===== src/rtl/mips_pkg.sv =====
// Shared definitions for the MIPS instruction feeder and the execution block it drives.
// Opcode/funct constants are kept here so benches of both blocks agree on encodings.
package mips_pkg;

  localparam int INST_W = 32;
  localparam int BYTE_W = 8;

  typedef enum logic [1:0] {
    B0 = 2'd0,
    B1 = 2'd1,
    B2 = 2'd2,
    B3 = 2'd3
  } asm_state_e;

  localparam logic [5:0] OP_RTYPE  = 6'h00;
  localparam logic [5:0] OP_J      = 6'h02;
  localparam logic [5:0] OP_BEQ    = 6'h04;
  localparam logic [5:0] OP_ADDI   = 6'h08;
  localparam logic [5:0] OP_LW     = 6'h23;
  localparam logic [5:0] OP_SW     = 6'h2B;

  localparam logic [5:0] FUNCT_ADD = 6'h20;
  localparam logic [5:0] FUNCT_SUB = 6'h22;
  localparam logic [5:0] FUNCT_AND = 6'h24;
  localparam logic [5:0] FUNCT_OR  = 6'h25;
  localparam logic [5:0] FUNCT_SLT = 6'h2A;

endpackage


===== src/rtl/mips_inst_fifo.sv =====
// Synchronous word FIFO between the byte assembler and the issue register.
// A push while full is taken only when a pop frees the head slot in the same cycle.
module mips_inst_fifo
  import mips_pkg::*;
#(
  parameter int DEPTH = 4
) (
  input  logic                       clk,
  input  logic                       rst_n,
  input  logic                       flush,
  input  logic                       push,
  input  logic                       pop,
  input  logic [INST_W-1:0]          wdata,
  output logic [INST_W-1:0]          rdata,
  output logic                       full,
  output logic                       empty,
  output logic [$clog2(DEPTH+1)-1:0] count
);

  localparam int PTR_W = $clog2(DEPTH);
  localparam int CNT_W = $clog2(DEPTH + 1);

  logic [INST_W-1:0] mem_q [DEPTH];
  logic [PTR_W-1:0]  wr_ptr_q, wr_ptr_d;
  logic [PTR_W-1:0]  rd_ptr_q, rd_ptr_d;
  logic [CNT_W-1:0]  count_q, count_d;
  logic              do_push;
  logic              do_pop;

  assign full  = (count_q == CNT_W'(DEPTH));
  assign empty = (count_q == '0);
  assign count = count_q;
  assign rdata = mem_q[rd_ptr_q];

  always_comb begin
    do_push  = push && (!full || pop) && !flush;
    do_pop   = pop && !empty && !flush;
    wr_ptr_d = wr_ptr_q;
    rd_ptr_d = rd_ptr_q;
    count_d  = count_q;
    if (flush) begin
      wr_ptr_d = '0;
      rd_ptr_d = '0;
      count_d  = '0;
    end else begin
      if (do_push) wr_ptr_d = wr_ptr_q + PTR_W'(1);
      if (do_pop)  rd_ptr_d = rd_ptr_q + PTR_W'(1);
      // Simultaneous push and pop leaves occupancy unchanged.
      case ({do_push, do_pop})
        2'b10:   count_d = count_q + CNT_W'(1);
        2'b01:   count_d = count_q - CNT_W'(1);
        default: count_d = count_q;
      endcase
    end
  end

  always_ff @(posedge clk or negedge rst_n) begin
    if (!rst_n) begin
      wr_ptr_q <= '0;
      rd_ptr_q <= '0;
      count_q  <= '0;
    end else begin
      wr_ptr_q <= wr_ptr_d;
      rd_ptr_q <= rd_ptr_d;
      count_q  <= count_d;
    end
  end

  always_ff @(posedge clk) begin
    if (do_push) mem_q[wr_ptr_q] <= wdata;
  end

endmodule


===== src/rtl/mips_inst_feeder.sv =====
// Byte-serial instruction assembler feeding a word FIFO and a registered issue port.
// Bytes arrive MSB first; the 4th byte of a word is held off only when it has nowhere to go.
module mips_inst_feeder
  import mips_pkg::*;
#(
  parameter int DEPTH = 4
) (
  input  logic                       clk,
  input  logic                       rst_n,
  input  logic                       byte_valid,
  input  logic [BYTE_W-1:0]          byte_data,
  output logic                       byte_ready,
  input  logic                       flush,
  input  logic                       issue_en,
  output logic                       inst_valid,
  output logic [INST_W-1:0]          inst_out,
  output logic [$clog2(DEPTH+1)-1:0] fifo_count,
  output logic                       partial
);

  asm_state_e        state_q, state_d;
  logic [23:0]       shreg_q, shreg_d;
  logic              inst_valid_q, inst_valid_d;
  logic [INST_W-1:0] inst_out_q, inst_out_d;

  logic              accept;
  logic              push;
  logic              pop;
  logic              fifo_full;
  logic              fifo_empty;
  logic [INST_W-1:0] fifo_rdata;
  logic [INST_W-1:0] push_word;

  mips_inst_fifo #(
    .DEPTH (DEPTH)
  ) u_fifo (
    .clk   (clk),
    .rst_n (rst_n),
    .flush (flush),
    .push  (push),
    .pop   (pop),
    .wdata (push_word),
    .rdata (fifo_rdata),
    .full  (fifo_full),
    .empty (fifo_empty),
    .count (fifo_count)
  );

  always_comb begin
    pop        = issue_en && !fifo_empty && !flush;
    byte_ready = !flush && !((state_q == B3) && fifo_full && !pop);
    accept     = byte_valid && byte_ready;
    push       = accept && (state_q == B3);
    push_word  = {shreg_q, byte_data};
    state_d    = state_q;
    shreg_d    = shreg_q;
    if (flush) begin
      state_d = B0;
      shreg_d = '0;
    end else if (accept) begin
      shreg_d = {shreg_q[15:0], byte_data};
      case (state_q)
        B0: state_d = B1;
        B1: state_d = B2;
        B2: state_d = B3;
        B3: state_d = B0;
        default: state_d = B0;
      endcase
    end
  end

  // Issue register: a pop presents the head for exactly one cycle, otherwise zeros.
  always_comb begin
    inst_valid_d = pop;
    inst_out_d   = pop ? fifo_rdata : '0;
  end

  always_ff @(posedge clk or negedge rst_n) begin
    if (!rst_n) begin
      state_q      <= B0;
      shreg_q      <= '0;
      inst_valid_q <= 1'b0;
      inst_out_q   <= '0;
    end else begin
      state_q      <= state_d;
      shreg_q      <= shreg_d;
      inst_valid_q <= inst_valid_d;
      inst_out_q   <= inst_out_d;
    end
  end

  assign inst_valid = inst_valid_q;
  assign inst_out   = inst_out_q;
  assign partial    = (state_q != B0);

endmodule

===== config.mk =====
export PLATFORM = sky130hd
export DESIGN_NAME = mips_inst_feeder
export DESIGN_NICKNAME = d
export VERILOG_FILES = /design/src/rtl/mips_pkg.sv /design/src/rtl/mips_inst_fifo.sv /design/src/rtl/mips_inst_feeder.sv
export SDC_FILE = /design/constraint.sdc
export NUM_CORES = 1
export LEC_CHECK = 0
export ABC_AREA = 1
export CAP_MARGIN = 20
export CORE_MARGIN = 10
export CORE_UTILIZATION = 46
export CTS_CLUSTER_DIAMETER = 30
export DETAILED_ROUTE_END_ITERATION = 16
export PLACE_DENSITY_LB_ADDON = 0.05
export SYNTH_ARGS = -nofsm -noshare
export SYNTH_HDL_FRONTEND = slang
export SYNTH_SLANG_ARGS = --single-unit

===== constraint.sdc =====
create_clock -name clk -period 3.7 [get_ports clk]
set_input_delay 1.11 -clock clk [delete_from_list [all_inputs] [get_ports clk]]
set_output_delay 1.11 -clock clk [all_outputs]
set_load 0.05 [all_outputs]

==> qor.yml, run 1 <==
cp_slowest_cell: "clkdlybuf4s50_1"
antennaDiodeCount: 0
grt_pass1_vias: 4427
crit_path_end_kind: "output port"
via_per_inst: 4.95
clock_path_buffers: 2
critPathMaxFanout: 4
rsz0062_at_grt: "no"
finalHoldViolCount: 0
numCtsBuffers: 17
clock.fmax_mhz: 311
skew_ns: 0.00980
grt_pass1_wl_microns: 24600
syn_nets: 606
path_cells: "clkdlybuf4s50_1, inv_1, nand2_1, nor2_2, nor2_4, buf_12"
drt_wl_total_microns: 15300
io_buffer_count: 50
grt_util_all_layers: 0.148
die_x_microns: 146
grt_max_degree: 67
drive_gt1_frac: 0.0986
synth_seq_cells: 194
avgRoutedWirePerCell_microns: 17.6
slew_violations: 0
grt_overflow: 0
seq_area_frac_synth: 0.747
avgSynthCellArea_sq_um: 12.6
postCtsSetupBuffers: 0
min_path_type: "flip-flop to flip-flop"
drt_iter0_markers: 307
io_pins: 51
htree_num_levels: 4
fin_crit_ns: 3.21
fp.dieH_microns: 146
path_buf_inv: 3
status: "complete, no violations"
layout.cells.non_filler: 865
ys_warn_count: 0
p_clk_frac: 0.379
drv_cap: 0
post-route-period-util: 0.868
path_clk_slew_ns: 0.07
dpl.hpwl_microns: 8780
vdd_drop_max_v: 0.000330
swShare: 0.256
critPathTopFamily: "buffers and inverters"
setup_viol: 0
dp.cells: 833
reg2reg_depth: 6
clkLatencyLatePin_ns: 0.43
cts_hold_buf: 0
fin_tns_setup_ns: 0
cts_tree: "built"
netlist_area_sq_um: 7360
via_count: 4281
globalplace.congestion: 0.779
power.internal_uw: 3680
cts_resized: 0
leakagePower_uw: 0.00333
relSlewSlack: 0.324
p_switching_uw: 1260
critical_path_cell_count: 6
drtAntennaViolNets: 0
worstPathArrival_ns: 2.10
synth-edff-count: 128
die_area_sq_um: 21500
synth_top_area_cell: "edfxtp_1"
cp.required_ns: 2.59
synth_ff_type: "edfxtp_1"
layout.nets: 658
clkSinkCount: 194
criticalPathCategory: "primary input to output port"
nFillCells: 1319
yosys-top-cells-area: "edfxtp_1, dfrtp_1, nor2_1, o21ai_0, a21oi_1"
hold_depth: 0
initial_core_util: 0.467
area_growth_pct: 18.7
synth_most_common_cell: "nor2_1"
firstDrtPassIters: 5
worst_setup_path_start_kind: "primary input"
clockRootBuffer: "clkbuf_16"
num_rows: 46
pwr-share-comb: 0.133
drc_errors: 0
core_area_sq_um: 15800
seqPwrFrac: 0.488
p_per_area_nw_per_um2: 566
antenna_found_initial: 0
crit_path_max_incr_delay_ns: 0.47
worst-slew-pin-transition_ns: 1.01
final_area_sq_um: 8740
yosysUniqueCellTypes: 30
place_area_sq_um: 8130
synthCells: 584
synthArstFlopShare: 0.340
synth_top_area_frac: 0.522
synth_commonest_cells: "nor2_1, edfxtp_1, o21ai_0"
## worst register-to-register path, stage by stage, from the launching register on
cell and delay, ns:
dfrtp_1 0.32, buf_4 0.41, inv_1 0.58, buf_4 0.40
nor2_1 0.12, o21ai_0 0.09, a21oi_1 0.24
## routing by layer
metal	global-route usage	part of all wire
met2	0.238	0.49
met5	0	0
met3	0.0392	0.047
met4	0.0571	0.011
met1	0.186	0.46
## final cells by class
| class | instances | area, sq um | area share |
|---|---|---|---|
| tap | 216 | 270 | 0.0309 |
| multi-input combinational | 323 | 1590 | 0.182 |
| clock inverter | 8 | 126 | 0.0145 |
| clock buffer | 24 | 482 | 0.0551 |
| timing repair buffer | 63 | 631 | 0.0722 |
| inverter | 37 | 139 | 0.0159 |
| sequential | 194 | 5500 | 0.629 |
## worst paths after layout
path / slack, ns / from / to
setup / recovery: 0.49 / issue_en / byte_ready
hold / removal: 0.52 / shreg_q[1]$_DFFE_PN0P_ / u_fifo.mem_q[1][9]$_DFFE_PP_
setup reg to reg: 1.43 / u_fifo.rd_ptr_q[1]$_DFFE_PN0P_ / inst_out[18]$_DFF_PN0_
hold reg to reg: 0.52 / shreg_q[1]$_DFFE_PN0P_ / u_fifo.mem_q[1][9]$_DFFE_PP_
max in group asynchronous: 2.21 / rst_n / u_fifo.rd_ptr_q[0]$_DFFE_PN0P_
min in group asynchronous: 0.82 / rst_n / inst_out[13]$_DFF_PN0_
## metrics by stage
stage	setup WS, ns	power [uW]	hold slack [ns]	utilization
after detailed placement	0.494	3130	0.504	0.515
final	0.488	4950	0.519	0.554
after CTS	0.487	4990	0.519	0.554
after global routing	0.400	5160	0.537	0.554
after global placement	0.502	3120	0.490	0.515
after floorplan	0.479	2900	0.476	-
## power groups by stage
| stage | Combinational, uW | Clock [uW] | Sequential, uW |
|---|---|---|---|
| 5_1_grt | 733 | 2000 | 2420 |
| 6_report | 658 | 1870 | 2420 |
| 2_1_floorplan | 314 | 0 | 2590 |
| 3_3_place_gp | 663 | 0 | 2460 |
| 4_1_cts | 674 | 1900 | 2420 |
| 3_5_place_dp | 671 | 0 | 2460 |
## sequential cells by signal, summed over array words and instances, names as in the netlist
name	flops
inst_out	32
inst_valid	1
shreg_q	24
state_q	2
u_fifo.count	3
u_fifo.mem_q	128
u_fifo.rd_ptr_q	2
u_fifo.wr_ptr_q	2
## cells in the final DEF, fill, tap and decap left out, drive strengths merged
cell type | synthesis | routed
inv | 37 | 38
bufinv | 0 | 3
ha | 8 | 8
fa | 1 | 1
nand2 | 17 | 17
clkinvlp | 0 | 3
nand4 | 2 | 2
buf | 20 | 15
clkdlybuf4s50 | 0 | 48
clkbuf | 10 | 24
edfxtp | 128 | 128
nand3 | 22 | 22
o21ai | 84 | 84
nor2 | 143 | 143
o22ai | 9 | 9
dfrtp | 66 | 66
o211ai | 1 | 1
clkinv | 0 | 1
a21oi | 35 | 35
xor2 | 1 | 1
## logic make-up (layout without fill, tap and decap cells)
| family | Yosys count | after routing | share of synthesized area |
|---|---|---|---|
| AOI/OAI and AO/OA | 129 | 129 | 0.0935 |
| xor gates and xnor gates | 1 | 1 | 0.00119 |
| adders and majority gates | 9 | 9 | 0.0163 |
| buffers and inverters | 67 | 132 | 0.0383 |
| DFF | 194 | 194 | 0.747 |
| and+or+nand+nor | 184 | 184 | 0.104 |
Note: power is estimated with default switching activity, not from simulation.
==> run 2: changes to the inputs <==
ABC_AREA = 0   (was 1)
CTS_CLUSTER_SIZE = 8   (was not set)
==> run 2 against run 1 <==
Effect of this change: first-iteration DRC count shrank 43%; area after synthesis grew 2.6%; register-to-register slack lost 0.19 ns; clock power shrank 13%; final cell count shrank 20%; utilization shrank 0.27 points; non-clock buffer count grew 3; global-route usage shrank 1.4 points.
==> qor.yml, run 2 <==
status: "complete, no violations"
relSlewSlack: 0.365
clkLatencyLatePin_ns: 0.42
layout.nets: 491
mostFrequentLayoutCells: "edfxtp_1, dfrtp_1, clkdlybuf4s50_1"
clockRootBuffer: "clkbuf_16"
antenna_found_initial: 0
drt_iter0_markers: 175
synth_ff_type: "edfxtp_1"
synth_top_area_cell: "edfxtp_1"
cp.required_ns: 2.59
met2_length_microns: 6730
yosysUniqueCellTypes: 41
drc_errors: 0
initial_core_util: 0.472
io_buffer_count: 50
p_per_area_nw_per_um2: 464
vdd_drop_max_v: 0.000329
register_area_sq_um: 5500
area_growth_pct: 16.9
worstPathArrival_ns: 2.25
wl_met1_microns: 6420
synthCells: 409
largest_register_ffs: 128
grt_pass1_wl_microns: 22300
slew_violations: 0
dr_wl_met3_microns: 481
grt_max_degree: 67
rrSetupSlack_ns: 1.24
avgSynthCellArea_sq_um: 18.4
fp.dieH_microns: 148
top_register: "u_fifo.mem_q"
crit_path_end_kind: "output port"
synthArstFlopShare: 0.340
numCtsBuffers: 17
cts_hold_buf: 0
firstDrtPassIters: 4
rsz0062_at_grt: "no"
grt_pass1_vias: 3949
synth_most_common_cell: "edfxtp_1"
via_per_inst: 5.17
layout_commonest_cell: "edfxtp_1"
drt_wl_total_microns: 13800
via_count: 3595
die_area_sq_um: 21900
leakagePower_uw: 0.00323
core_area_sq_um: 16000
cts_resized: 0
layout.cells.non_filler: 696
netlist_area_sq_um: 7550
die_x_microns: 148
synth-edff-count: 128
cts_tree: "built"
grt_util_all_layers: 0.134
globalplace.congestion: 0.730
synth_top_area_frac: 0.509
setup_viol: 0
syn_nets: 431
final_util: 0.551
synth_seq_cells: 194
path_clk_slew_ns: 0.07
post-route-period-util: 0.909
finalHoldViolCount: 0
antennaDiodeCount: 0
dr.max_layer_used: "met4"
htree_num_levels: 4
fin_tns_setup_ns: 0
seq_area_frac_synth: 0.728
yosys-top-cells-area: "edfxtp_1, dfrtp_1, mux4_2, mux2i_1, nand2b_1"
worst_setup_path_start_kind: "primary input"
postCtsSetupBuffers: 0
nFillCells: 1311
clkSinkCount: 194
drv_cap: 0
clock.fmax_mhz: 297
criticalPathCategory: "primary input to output port"
drive_gt1_frac: 0.185
min_path_type: "flip-flop to flip-flop"
skew_ns: 0.00707
avgRoutedWirePerCell_microns: 19.8
grt_overflow: 0
multi_input_area_sq_um: 1870
fin_crit_ns: 3.36
drtAntennaViolNets: 0
synth_commonest_cells: "edfxtp_1, dfrtp_1, nand2b_1"
critPathMaxFanout: 5
dpl.hpwl_microns: 7990
io_pins: 51
clock_path_buffers: 2
num_rows: 46
ys_warn_count: 0
dp.cells: 666
worst-slew-pin-transition_ns: 0.953
## run 2: changes by cell type after synthesis, sizes merged, moves of 31 or more
| cell | before | now |
|---|---|---|
| a21oi | 35 | 3 |
| inv | 37 | 6 |
| mux4 | 0 | 32 |
| nand2b | 0 | 36 |
| nor2 | 143 | 4 |
| nor2b | 0 | 33 |
| o21ai | 84 | 4 |
## run 2: final timing paths
check	from	end	depth (start not counted)
max in group asynchronous	rst_n	u_fifo.rd_ptr_q[1]$_DFFE_PN0P_	2
hold reg to reg	shreg_q[9]$_DFFE_PN0P_	u_fifo.mem_q[3][17]$_DFFE_PP_	0
setup reg to reg	state_q[1]$_DFFE_PN0P_	u_fifo.count[1]$_DFFE_PN0P_	6
setup / recovery	issue_en	byte_ready	4
hold / removal	shreg_q[9]$_DFFE_PN0P_	u_fifo.mem_q[3][17]$_DFFE_PP_	0
min in group asynchronous	rst_n	inst_valid$_DFF_PN0_	2
## run 2: critical path, cell delays in order
cell             delay (ns)
clkdlybuf4s50_1        0.52
nor4b_4                0.27
a21oi_1                0.15
buf_12                 0.19
## run 2: kinds of logic after synthesis
logic type | count (synthesis) | synth area share
muxes | 58 | 0.130
xor gates and xnor gates | 2 | 0.00232
and+or+nand+nor | 97 | 0.0817
buffers and inverters | 31 | 0.0245
DFF | 194 | 0.728
adders and majority gates | 9 | 0.0159
AOI/OAI and AO/OA | 18 | 0.0172
## run 2: layer usage
metal	vias up	global-route usage
li1	1648	-
met1	1873	0.172
met2	61	0.215
met3	13	0.0364
met4	0	0.0446
met5	-	0
## run 2: cell type report
type,instances,share of cell area
clock buffer,21,0.0522
clock inverter,9,0.00667
inverter,6,0.00255
multi-input combinational,184,0.212
sequential,194,0.623
tap,216,0.0306
timing repair buffer,66,0.0723
## run 2: per-stage QoR
stage,hold WS (ns),setup slack [ns],power [uW],cell area (sq um)
floorplan,0.477,0.363,2460,7550
global placement,0.492,0.306,2520,8300
detailed placement,0.507,0.219,2520,8300
CTS,0.523,0.308,4140,8820
global route,0.544,0.234,4240,8820
finish,0.519,0.337,4100,8820
## run 2: report_power, final
group	internal, uW	switching, uW	total, uW
combinational	52.4	75.8	128
sequential	2330	17.1	2340
clock	886	739	1630
==> run 3: changes to the inputs <==
PLACE_DENSITY_LB_ADDON = 0.3   (was 0.05)
==> run 3 against run 2 <==
Effect of this change: clock-buffer cell count grew 2; first-iteration DRC count up 5.1%; wire length down 3.1%; via count fell by 0.61%; final cell count increased by 0.14%; utilization about the same; sequential share of layout area about the same; sequential cell count did not move; critical path type unchanged; total power decreased by 1.5%.
==> qor.yml, run 3 (synthesis results as in run 2) <==
status: "complete, no violations"
critPathMaxFanout: 11
grt_overflow: 0
slew_violations: 0
grt_pass1_wl_microns: 21600
nFillCells: 1299
relSlewSlack: 0.391
die_area_sq_um: 21900
io_buffer_count: 50
hold_depth: 0
min_path_type: "flip-flop to flip-flop"
met2_length_microns: 6980
via_per_inst: 5.13
grt_util_all_layers: 0.128
core_area_sq_um: 16000
final_util: 0.552
drv_cap: 0
vdd_drop_max_v: 0.000314
crit_path_end_kind: "output port"
antenna_found_initial: 0
cts_tree: "built"
grt_pass1_vias: 4024
dpl.hpwl_microns: 7770
cts_hold_buf: 0
layout.nets: 491
post-route-period-util: 0.930
clock_path_buffers: 2
wl_met1_microns: 5640
largest_register_ffs: 128
criticalPathCategory: "primary input to output port"
io_pins: 51
worst_setup_path_start_kind: "primary input"
die_x_microns: 148
fin_tns_setup_ns: 0
fin_crit_ns: 3.44
setup_viol: 0
skew_ns: 0.00726
path_clk_slew_ns: 0.06
top_register: "u_fifo.mem_q"
drtAntennaViolNets: 0
reg2reg_depth: 6
cts_resized: 0
fp.dieH_microns: 148
grt_max_degree: 67
globalplace.congestion: 0.719
drt_iter0_markers: 184
mostFrequentLayoutCells: "edfxtp_1, dfrtp_1, clkdlybuf4s50_1"
htree_num_levels: 4
dr.max_layer_used: "met4"
cp.required_ns: 2.59
drt_wl_total_microns: 13400
area_growth_pct: 17.0
rsz0062_at_grt: "no"
via_count: 3573
firstDrtPassIters: 4
p_per_area_nw_per_um2: 457
drive_gt1_frac: 0.175
clkLatencyLatePin_ns: 0.42
clockRootBuffer: "clkbuf_16"
postCtsSetupBuffers: 0
clkSinkCount: 194
antennaDiodeCount: 0
worstPathArrival_ns: 2.33
finalHoldViolCount: 0
num_rows: 46
clock.fmax_mhz: 291
dr_wl_met3_microns: 537
worst-slew-pin-transition_ns: 0.913
layout_commonest_cell: "edfxtp_1"
leakagePower_uw: 0.00322
numCtsBuffers: 17
avgRoutedWirePerCell_microns: 19.2
initial_core_util: 0.472
drc_errors: 0
run 3: changes by cell type in the layout (fill, tap and decap cells not counted):
cell      delta
inv_6        -2
buf_4        -3
clkinv_1     +2
clkbuf_8     -2
clkinv_4     -1
buf_12       +3
clkbuf_1     +4
run 3: final timing paths:
check	slack, ns	to	from
min in group asynchronous	0.90	inst_out[28]$_DFF_PN0_	rst_n
min reg2reg	0.52	u_fifo.mem_q[1][9]$_DFFE_PP_	shreg_q[1]$_DFFE_PN0P_
min	0.52	u_fifo.mem_q[1][9]$_DFFE_PP_	shreg_q[1]$_DFFE_PN0P_
max	0.26	byte_ready	issue_en
max reg2reg	1.25	u_fifo.count[1]$_DFFE_PN0P_	state_q[1]$_DFFE_PN0P_
max in group asynchronous	2.15	u_fifo.rd_ptr_q[0]$_DFFE_PN0P_	rst_n
run 3: through the flow:
step	total power (uW)	cells	cell area (sq um)	setup WS, ns	hold WS, ns
global placement	2510	666	8340	0.214	0.486
detailed placement	2520	666	8340	0.100	0.499
floorplan	2460	409	7550	0.363	0.477
finish	4040	697	8830	0.259	0.516
global route	4180	697	8830	0.191	0.537
CTS	4080	697	8830	0.261	0.516
run 3: cell type report:
type	instances	area (sq um)	share of cell area
Multi-Input combinational cell	184	1870	0.212
Clock inverter	8	40.0	0.00454
Sequential cell	194	5500	0.623
Inverter	6	22.5	0.00255
Tap cell	216	270	0.0306
Timing Repair Buffer	66	676	0.0765
Clock buffer	23	448	0.0507
run 3: worst max-delay path, cell delays in order:
cell	delay [ns]
clkdlybuf4s50_1	0.59
nor4b_4	0.30
a21oi_1	0.14
buf_12	0.18
run 3: per-layer routing:
metal	vias up	GRT usage
met2	66	0.223
li1	1649	-
met3	13	0.0373
met1	1845	0.147
met5	-	0
met4	0	0.0491
run 3: power breakdown:
part / internal [uW] / leakage [uW] / total [uW] / switching (uW)
registers: 2330 / 0.00210 / 2340 / 16.5
logic: 52.0 / 0.000884 / 127 / 75.0
clock network: 844 / 0.000239 / 1570 / 722
